### src/rtl/imem_pkg.sv
// Shared definitions for the instruction-RAM controller: address map, defaults
// and the controller state encoding.
package imem_pkg;

    localparam int          IM_ADRBITS      = 12;
    localparam logic [31:0] IM_BASE         = 32'h0000_3000;
    localparam logic [31:0] IM_HANDLER_BASE = 32'h0000_4180;
    localparam int          IM_STARVE_MAX   = 4;

    typedef enum logic {
        ST_INIT = 1'b0,
        ST_RUN  = 1'b1
    } im_state_t;

    // Per-cycle arbitration outcome.
    typedef struct packed {
        logic fetch;
        logic ld;
    } im_grant_t;

endpackage

### src/rtl/imem_addr_chk.sv
// Byte address -> RAM word index plus legality flag (aligned and inside the
// DEPTH-word window starting at BASE). Purely combinational.
module imem_addr_chk
    import imem_pkg::*;
#(
    parameter int          ADRBITS = IM_ADRBITS,
    parameter logic [31:0] BASE    = IM_BASE
) (
    input  logic [31:0]        addr,
    output logic [ADRBITS-1:0] idx,
    output logic               ok
);

    logic [31:0] off;
    logic        unused_lo;

    // Subtraction wraps, so addresses below BASE land far above the window.
    assign off       = addr - BASE;
    assign idx       = off[ADRBITS+1:2];
    assign ok        = (addr[1:0] == 2'b00) && (off[31:ADRBITS+2] == '0);
    assign unused_lo = ^off[1:0];

endmodule

### src/rtl/imem_ctrl.sv
// Single-port instruction RAM controller: zero-fills the RAM after reset, then
// arbitrates each cycle between CPU fetch and the loader write port.
module imem_ctrl
    import imem_pkg::*;
#(
    parameter int          ADRBITS      = IM_ADRBITS,
    parameter logic [31:0] BASE         = IM_BASE,
    parameter int          STARVE_MAX   = IM_STARVE_MAX,
    parameter bit          CLEAR_ON_RST = 1'b1
) (
    input  logic               clk,
    input  logic               reset,
    input  logic               if_req,
    input  logic [31:0]        if_pc,
    output logic               if_stall,
    output logic               if_valid,
    output logic [31:0]        if_instr,
    output logic               if_adel,
    input  logic               ld_req,
    input  logic [31:0]        ld_addr,
    input  logic [31:0]        ld_wdata,
    output logic               ld_ack,
    output logic               ld_err,
    output logic               busy,
    output logic               mem_en,
    output logic               mem_we,
    output logic [ADRBITS-1:0] mem_addr,
    output logic [31:0]        mem_wdata,
    input  logic [31:0]        mem_rdata
);

    localparam int                 SW       = $clog2(STARVE_MAX + 1);
    localparam logic [SW-1:0]      SMAX     = SW'(STARVE_MAX);
    localparam logic [ADRBITS-1:0] LAST_IDX = '1;

    im_state_t          state, nxt;
    logic [ADRBITS-1:0] clr_idx;
    logic [SW-1:0]      starve, starve_nxt;
    im_grant_t          gnt;

    logic [ADRBITS-1:0] f_idx, l_idx;
    logic               f_ok, l_ok;

    imem_addr_chk #(.ADRBITS(ADRBITS), .BASE(BASE)) u_fchk (
        .addr (if_pc),
        .idx  (f_idx),
        .ok   (f_ok)
    );

    imem_addr_chk #(.ADRBITS(ADRBITS), .BASE(BASE)) u_lchk (
        .addr (ld_addr),
        .idx  (l_idx),
        .ok   (l_ok)
    );

    always_ff @(posedge clk or negedge reset) begin
        if (!reset) begin
            state    <= CLEAR_ON_RST ? ST_INIT : ST_RUN;
            clr_idx  <= '0;
            starve   <= '0;
            if_valid <= 1'b0;
            if_adel  <= 1'b0;
        end else begin
            state    <= nxt;
            starve   <= starve_nxt;
            if_valid <= gnt.fetch;
            if_adel  <= gnt.fetch && !f_ok;
            if (state == ST_INIT)
                clr_idx <= clr_idx + 1'b1;
        end
    end

    // Combinational outputs are held quiet while reset is asserted so the RAM
    // never sees an enable during reset.
    always_comb begin
        nxt        = state;
        starve_nxt = '0;
        gnt        = '0;
        busy       = 1'b0;
        mem_en     = 1'b0;
        mem_we     = 1'b0;
        mem_addr   = '0;
        mem_wdata  = '0;
        ld_ack     = 1'b0;
        ld_err     = 1'b0;

        case (state)
            ST_INIT: begin
                if (reset) begin
                    busy     = 1'b1;
                    mem_en   = 1'b1;
                    mem_we   = 1'b1;
                    mem_addr = clr_idx;
                    if (clr_idx == LAST_IDX)
                        nxt = ST_RUN;
                end
            end
            ST_RUN: begin
                if (reset) begin
                    // Loader has priority until fetch has been starved STARVE_MAX times.
                    if (if_req && (!ld_req || starve == SMAX))
                        gnt.fetch = 1'b1;
                    else if (ld_req)
                        gnt.ld = 1'b1;

                    if (if_req && !gnt.fetch)
                        starve_nxt = (starve == SMAX) ? SMAX : starve + 1'b1;

                    if (gnt.fetch && f_ok) begin
                        mem_en   = 1'b1;
                        mem_addr = f_idx;
                    end else if (gnt.ld) begin
                        ld_ack = 1'b1;
                        ld_err = !l_ok;
                        if (l_ok) begin
                            mem_en    = 1'b1;
                            mem_we    = 1'b1;
                            mem_addr  = l_idx;
                            mem_wdata = ld_wdata;
                        end
                    end
                end
            end
            default: nxt = ST_INIT;
        endcase
    end

    assign if_stall = if_req && !gnt.fetch && reset;
    // RAM read data is live in the response cycle; a loader write in that same
    // cycle only updates the array, not the already-registered read data.
    assign if_instr = (if_valid && !if_adel) ? mem_rdata : '0;

endmodule

### config.mk
export PLATFORM = sky130hd
export DESIGN_NAME = imem_ctrl
export DESIGN_NICKNAME = d
export VERILOG_FILES = /design/src/rtl/imem_pkg.sv /design/src/rtl/imem_addr_chk.sv /design/src/rtl/imem_ctrl.sv
export SDC_FILE = /design/constraint.sdc
export NUM_CORES = 1
export LEC_CHECK = 0
export ABC_CLOCK_PERIOD_IN_PS = 5200
export BUFFER_PORTS_ARGS = -buffer_cell sky130_fd_sc_hd__buf_2
export CORE_AREA = 2 2 83 85
export DETAILED_ROUTE_END_ITERATION = 7
export DIE_AREA = 0 0 85 87
export GPL_TIMING_DRIVEN = 0
export PLACE_DENSITY = 0.91
export SYNTH_ARGS = -nofsm -noshare
export SYNTH_HDL_FRONTEND = slang
export SYNTH_HIERARCHICAL = 1
export SYNTH_SLANG_ARGS = --single-unit
export TNS_END_PERCENT = 5
### constraint.sdc
create_clock -name clk -period 5.2 [get_ports clk]
set_clock_uncertainty 0.15 [all_clocks]
set_input_delay 1.3 -clock clk [delete_from_list [all_inputs] [get_ports clk]]
set_output_delay 1.3 -clock clk [all_outputs]
set_load 0.05 [all_outputs]
# After elaboration in Yosys (flattened, before gate mapping)

Cells that the tools add are included.

Add/sub/neg operators: 4
Equal/unequal tests: 2
Multiplexer cells: 46
Bitwise logic cells: 1
Reductions and logical operators: 20

Operators by type and width:

| operator                                             | number |
|---|---|
| 2-to-1 mux 32 bit                                    | 6 |
| subtractor 32 x 14 -> 32 bit (second input constant) | 2 |
| 2-to-1 mux 12 bit                                    | 5 |
| zero test 18 bit                                     | 2 |
| 2-to-1 mux 1 bit                                     | 26 |
| one-hot mux 12 bit (2 select lines)                  | 1 |
| adder 12 x 1 -> 12 bit (second input constant)       | 1 |
| == test 12 bit (second input constant)               | 1 |
| 2-to-1 mux 3 bit                                     | 4 |
| logical AND 1 bit                                    | 9 |
| zero test 1 bit                                      | 6 |
| zero test 2 bit                                      | 2 |
| 2-to-1 mux 2 bit                                     | 2 |
| one-hot mux 1 bit (2 select lines)                   | 2 |
| adder 3 x 1 -> 3 bit (second input constant)         | 1 |
| == test 3 bit (second input constant)                | 1 |
| logical OR 1 bit                                     | 1 |
| NOT 1 bit                                            | 1 |

Word-level logic and storage cells: 78
Input port bits: 132
Register bits after elaboration: 18
Output and inout bits: 84

# Longest topological paths before layout

Gate-level depths: netlist of run 1.

Depth in word-level cells: 11
Mapped depth: 10
Depth with buffers taken out: 9

# Hierarchy

Netlist of run 1, hierarchy kept.

Modules (own cells, without submodules):

| module        | seq. area each (um^2) | times used | area each (um^2) | cells each |
|---|---|---|---|---|
| imem_ctrl     | 450.4                 | 1          | 1710.4           | 211 |
| imem_addr_chk | 0.0                   | 2          | 340.3            | 49 |

# Worst setup path before layout of run 1

Ideal clock, no wire load.

Kind: input to output
From: input port ld_addr[12]
To: output port mem_addr[10]
Path buffers: 1
Required time: 3750 ps
Cell stages on the path: 9
Arrival time: 3599 ps
Path slack: 151 ps
Cells stage by stage: ha_1 > or4b_1 > a21oi_1 > o221ai_1 > nor3_1 > nand2_1 > clkbuf_1 > nor3_1 > a221o_1

Word-level cells in the longest chain between the ends: 8

Ends and longest elaborated chain:

| what                                | line                | RTL |
|---|---|---|
| start, declared                     | imem_ctrl.sv:20     | `input logic [31:0] ld_addr,` |
| subtractor 32 x 14 -> 32 bit        | imem_addr_chk.sv:18 | `assign off = addr - BASE;` |
| zero test 18 bit                    | imem_addr_chk.sv:20 | `assign ok = (addr[1:0] == 2'b00) && (off[31:ADRBITS+2] == '0);` |
| logical AND 1 bit                   | imem_addr_chk.sv:20 |  |
| net l_ok                            | imem_ctrl.sv:42     | `logic f_ok, l_ok;` |
| 2-to-1 mux 12 bit                   | imem_ctrl.sv:115    | `if (l_ok) begin` |
| 2-to-1 mux 12 bit                   | imem_ctrl.sv:112    | `end else if (gnt.ld) begin` |
| 2-to-1 mux 12 bit                   | imem_ctrl.sv:109    | `if (gnt.fetch && f_ok) begin` |
| 2-to-1 mux 12 bit                   | imem_ctrl.sv:99     | `if (reset) begin` |
| one-hot mux 12 bit (2 select lines) | imem_ctrl.sv:87     | `case (state)` |
| end, declared                       | imem_ctrl.sv:27     | `output logic [ADRBITS-1:0] mem_addr,` |

The timed path passes the listed nets, and every way through them passes these cells.

# Worst setup path after layout of run 1

From: input port ld_addr[12]
To: output port mem_addr[5]

Same word-level chain as after synthesis.

==> flow_summary.yaml, run 1 <==
floorplan:
  die_x_um: 85
  start_util_pct: 36.4
  core_area_sq_um: 6570
  die_h_um: 87
  pin_count: 216
  dieArea_sq_um: 7400
  num_rows: 30
timing:
  finalSetupViolations: 0
  tns_ps: 0
  layout_setup_ws_ps: 89.7
  slew_violations: 0
  holdWs_ps: 364
  post-route-period-util_pct: 98.3
  slew_headroom_pct: 62.8
  worst_pin_slew_ps: 553
  timing_hold_violations_final: 0
  rsz0062_at_grt: "true"
  fmax_mhz: 196
  final.min_clock_period_ps: 5110
placed_design:
  dp_slack_ps: -300
  portBuffers: 195
  dp_hpwl_um: 7900
  placed_area_sq_um: 3470
  place_congestion: 0.890
  dp_cells: 584
finish:
  fin_cells: 594
  diodes: 0
  final_area_sq_um: 3850
  final_util_pct: 58.7
  layout.area.seq_sq_um: 450
  final_nets: 652
  area_growth_pct: 61.2
  fillCellCount: 584
  multi_input_area_sq_um: 1760
  drive_gt1_share_pct: 51.9
worst_hold_path:
  hp-class: "reg -> reg"
  hold_depth: 1
  hold_end: "clr_idx[11]"
  hp-start: "clr_idx[11]"
logic_synthesis:
  synth_ff_type: "dfrtp_1"
  synth.largest_area_cell: "dfrtp_1"
  synth_seq_area_share_pct: 18.8
  ys_ff_latch: 18
  synth_area_per_cell_sq_um: 7.74
  synth_top_cell_area_share_pct: 18.8
  netlist_area_sq_um: 2390
  synth_edf_count: 0
  synthTopCellsByArea: "dfrtp_1 19%, and2_1 18%, buf_4 6.6%"
  synth_cell_types: 48
  synth_async_sr_flop_share_pct: 100
  synthCells: 309
  synth.net_count: 446
  ys_warn_count: 6
setup_path:
  regToRegSetupSlack_ps: 3600
  r2r-start: "state"
  rr_endpoint: "starve[1]"
  crit_required_ps: 3750
  endpoint_kind: "output pin"
  r2r_cells: 5
  arrival_ps: 3660
  worstSetupPathType: "in -> out"
  cp_max_fo: 10
  start_kind: "input pin"
drt:
  num_vias: 3157
  drtPass1Iterations: 4
  drc: 0
  ant_nets: 0
  wl_um: 9790
  wl_per_cell_um: 16.5
  initialDrtViolationCount: 157
  via_per_inst: 5.31
run_status:
  outcome: "finished clean"
clock_tree:
  cts.clk_slew.worst_paths_ps: 60
  h-tree-depth: 1
  clockBufferDepth: 2
  cts_tree: "yes"
  cts.sink_count: 18
  cts_buffers: 3
  clock_latency_ps: 250
  root_buffer: "clkbuf_8"
power:
  p_leak_nw: 1.97
  vdd_drop_max_uv: 103
  powerDensity_nw_per_um2: 94.8
  total_power_uw: 365
global_routing:
  grt_usage_pct: 23.2
  overflow: 0
  antenna_found_initial: 0
  first_global_vias: 2872
  grt_max_degree: 22
  grt_pass1_wl_um: 13600
job:
  maxCapViolations: 0
[layer usage]
metal  routed length [um]  share of wire (%)  vias to the layer above  track usage [%]
li1                     -                  -                     1507                -
met1                 4200                 43                     1463             30.7
met2                 4680                 48                      163             39.1
met3                  651                6.6                       24             2.65
met4                  265                2.7                        0             8.51
met5                    0                  0                        -                0
[cell families after synthesis]
family	count (synthesis)	synth area share, %
xor gates and xnor gates	13	4.76
adders and majority gates	5	2.62
buffers and inverters	44	10.9
muxes	3	1.41
AOI/OAI and AO/OA	36	12.5
and+or+nand+nor	190	49.0
DFF	18	18.8
[where the power goes]
group          internal, mW  switching [mW]
clock                0.0673          0.0457
sequential            0.140               0
combinational        0.0559          0.0564
[sequential cells by signal (all words and copies together), names as in the netlist]
| name | flops |
|---|---|
| clr_idx | 12 |
| if_adel | 1 |
| state | 1 |
| starve | 3 |
| if_valid | 1 |
[Yosys cell counts (all sizes together), types with 4 or more instances]
cell type / number
and2: 67
buf: 29
nand3: 24
nor3: 21
dfrtp: 18
and3: 15
a221o: 11
nand2: 11
nor2: 11
clkbuf: 10
nor4: 10
nand4: 9
xnor2: 9
a21oi: 7
ha: 5
inv: 5
o21ai: 4
xor2: 4
[timing repair]
item,CTS,global route
setup endpoints to repair,46,45
pin swaps,3,4
hold buffers,0,0
gates cloned,0,2
setup buffers,1,3
resized for setup,44,53
[cell type report]
class / instances / area share (%)
inverter: 5 / 0.487
buffer: 39 / 6.85
timing repair buffer: 201 / 31.3
sequential: 18 / 11.7
tap: 80 / 2.60
clock buffer: 4 / 1.43
multi-input combinational: 247 / 45.6
[worst max-delay path by stage]
stage / from / cells past startpoint / endpoint
floorplan: ld_addr[12] / 9 / mem_addr[10]
global placement: ld_addr[12] / 11 / mem_addr[10]
detailed placement: ld_addr[12] / 12 / mem_addr[10]
CTS: if_pc[12] / 10 / mem_addr[5]
global route: ld_addr[12] / 11 / mem_addr[4]
finish: ld_addr[12] / 12 / mem_addr[5]
[placed cells by master (no fill, tap or decap), types with 11 or more instances in the layout]
cell type    n
nor3_1      11
a221o_1     11
nand3_1     24
nor2_1      11
and3_1      14
and2_1      67
buf_4       43
dfrtp_1     18
buf_6       26
buf_2      158
[worst max-delay path: stages]
cell,delay (ps)
buf_2,130
ha_2,240
or3b_1,380
a21o_1,200
a21oi_2,130
o221ai_1,130
nor3_2,260
nand2_2,130
clkbuf_4,220
nor3_1,200
a221o_1,150
buf_4,200
Note: power is estimated with default switching activity, not from simulation.
==> inputs of run 2 (changes only) <==
- CORE_AREA: 2 2 83 85 -> 2 2 84 86
- CTS_BUF_LIST: default -> sky130_fd_sc_hd__clkbuf_4
- DIE_AREA: 0 0 85 87 -> 0 0 86 88
- PLACE_DENSITY: 0.91 -> 0.89
==> flow_summary.yaml, run 2 (synthesis gave the netlist of run 1 again) <==
setup_path:
  arrival_ps: 3740
  worstSetupPathType: "in -> out"
  cp_max_fo: 10
  start_kind: "input pin"
  crit_required_ps: 3750
  endpoint_kind: "output pin"
finish:
  multi_input_area_sq_um: 1770
  diodes: 0
  final_common_cell: "buf_2"
  reg.largest.list: "clr_idx x12, starve x3"
  layout.area.seq_sq_um: 450
  drive_gt1_share_pct: 51.6
  largest_register_ffs: 12
  layout_common_cells: "160 x buf_2, 67 x and2_1, 50 x buf_4, 24 x nand3_1, 18 x dfrtp_1"
  fillCellCount: 591
  fin_cells: 592
  final_nets: 651
  area_growth_pct: 58.5
  regMostFlops: "clr_idx"
drt:
  num_vias: 3102
  via_per_inst: 5.24
  drtPass1Iterations: 4
  wl_met1_um: 3310
  dr_wl_met3_um: 725
  wl_um: 8620
  top_layer_used: "met4"
  wl_met2_um: 4290
  wl_per_cell_um: 14.6
  ant_nets: 0
  drc: 0
  initialDrtViolationCount: 199
timing:
  fmax_mhz: 193
  post-route-period-util_pct: 99.8
  slew_headroom_pct: 69.6
  tns_ps: 0
  worst_pin_slew_ps: 452
  slew_violations: 0
  finalSetupViolations: 0
  final.min_clock_period_ps: 5190
  layout_setup_ws_ps: 11.6
  timing_hold_violations_final: 0
placed_design:
  dp_cells: 584
  portBuffers: 195
  dp_hpwl_um: 6960
  place_congestion: 0.891
  dp_slack_ps: -299
clock_tree:
  cts.clk_slew.worst_paths_ps: 80
  clock_latency_ps: 280
  cts_buffers: 3
  h-tree-depth: 1
  root_buffer: "clkbuf_4"
  cts_tree: "yes"
  cts.sink_count: 18
  clockBufferDepth: 2
  hold_buffers: 0
power:
  powerDensity_nw_per_um2: 83.4
  vdd_drop_max_uv: 53.7
  p_leak_nw: 1.94
  total_power_uw: 316
global_routing:
  overflow: 0
  grt_max_degree: 22
  grt_pass1_wl_um: 12000
  antenna_found_initial: 0
  grt_usage_pct: 19.2
  first_global_vias: 2812
floorplan:
  core_area_sq_um: 6640
  dieArea_sq_um: 7570
  die_h_um: 88
  start_util_pct: 36.0
  die_x_um: 86
  pin_count: 216
  num_rows: 30
job:
  maxCapViolations: 0
run_status:
  outcome: "finished clean"
worst_hold_path:
  hp-class: "reg -> reg"
[run 2: per-stage QoR]
| stage | utilization, % | hold WS (ps) | cell area, sq um |
|---|---|---|---|
| 6_report | 57.0 | 362 | 3790 |
| 5_1_grt | 57.0 | 377 | 3790 |
| 4_1_cts | 54.2 | 356 | 3600 |
| 3_5_place_dp | 52.2 | 341 | 3470 |
| 3_3_place_gp | 52.2 | 342 | 3470 |
| 2_1_floorplan | - | 310 | 2390 |
[run 2: worst paths after layout]
check / start / depth (start not counted) / slack, ps / end
max reg2reg: state / 5 / 3640 / clr_idx[11]
min in group asynchronous: reset / 1 / 790 / if_valid
max in group asynchronous: reset / 1 / 3810 / clr_idx[3]
min: clr_idx[11] / 1 / 360 / clr_idx[11]
min reg2reg: clr_idx[11] / 1 / 360 / clr_idx[11]
max: ld_addr[21] / 11 / 10 / mem_addr[5]
[run 2: worst max-delay path, stage by stage]
cell and delay (ps):
buf_2 130, nor4_1 420, nand4_1 220, mux2_2 280
o221ai_1 150, nor3_2 270, nand2_2 120, clkbuf_4 230
nor3_1 250, a221o_1 160, buf_4 200
[run 2: report_power, final]
part / total (mW) / leakage, nW / switching (mW) / internal [mW]
Combinational: 0.112 / 1.69 / 0.0555 / 0.0561
Clock: 0.0645 / 0.0138 / 0.0376 / 0.0269
Sequential: 0.140 / 0.237 / 0 / 0.140
[run 2: final cells by class]
| type | count | share of cell area, % |
|---|---|---|
| multi-input combinational | 247 | 46.8 |
| timing repair buffer | 200 | 30.6 |
| sequential | 18 | 11.9 |
| buffer | 39 | 6.97 |
| tap | 80 | 2.64 |
| clock buffer | 3 | 0.594 |
| inverter | 5 | 0.495 |
[run 2: repair_timing]
item                       CTS  global route
cloned                       0             1
gates resized for setup     39            44
buffers inserted             1             3
pin swaps                    1             5
setup endpoints to repair   46            44
[run 2: per-layer routing]
layer	GRT usage [%]	vias to the layer above
met5	0	-
met4	10.5	0
met3	3.11	30
met2	33.2	172
met1	22.6	1394
li1	-	1506
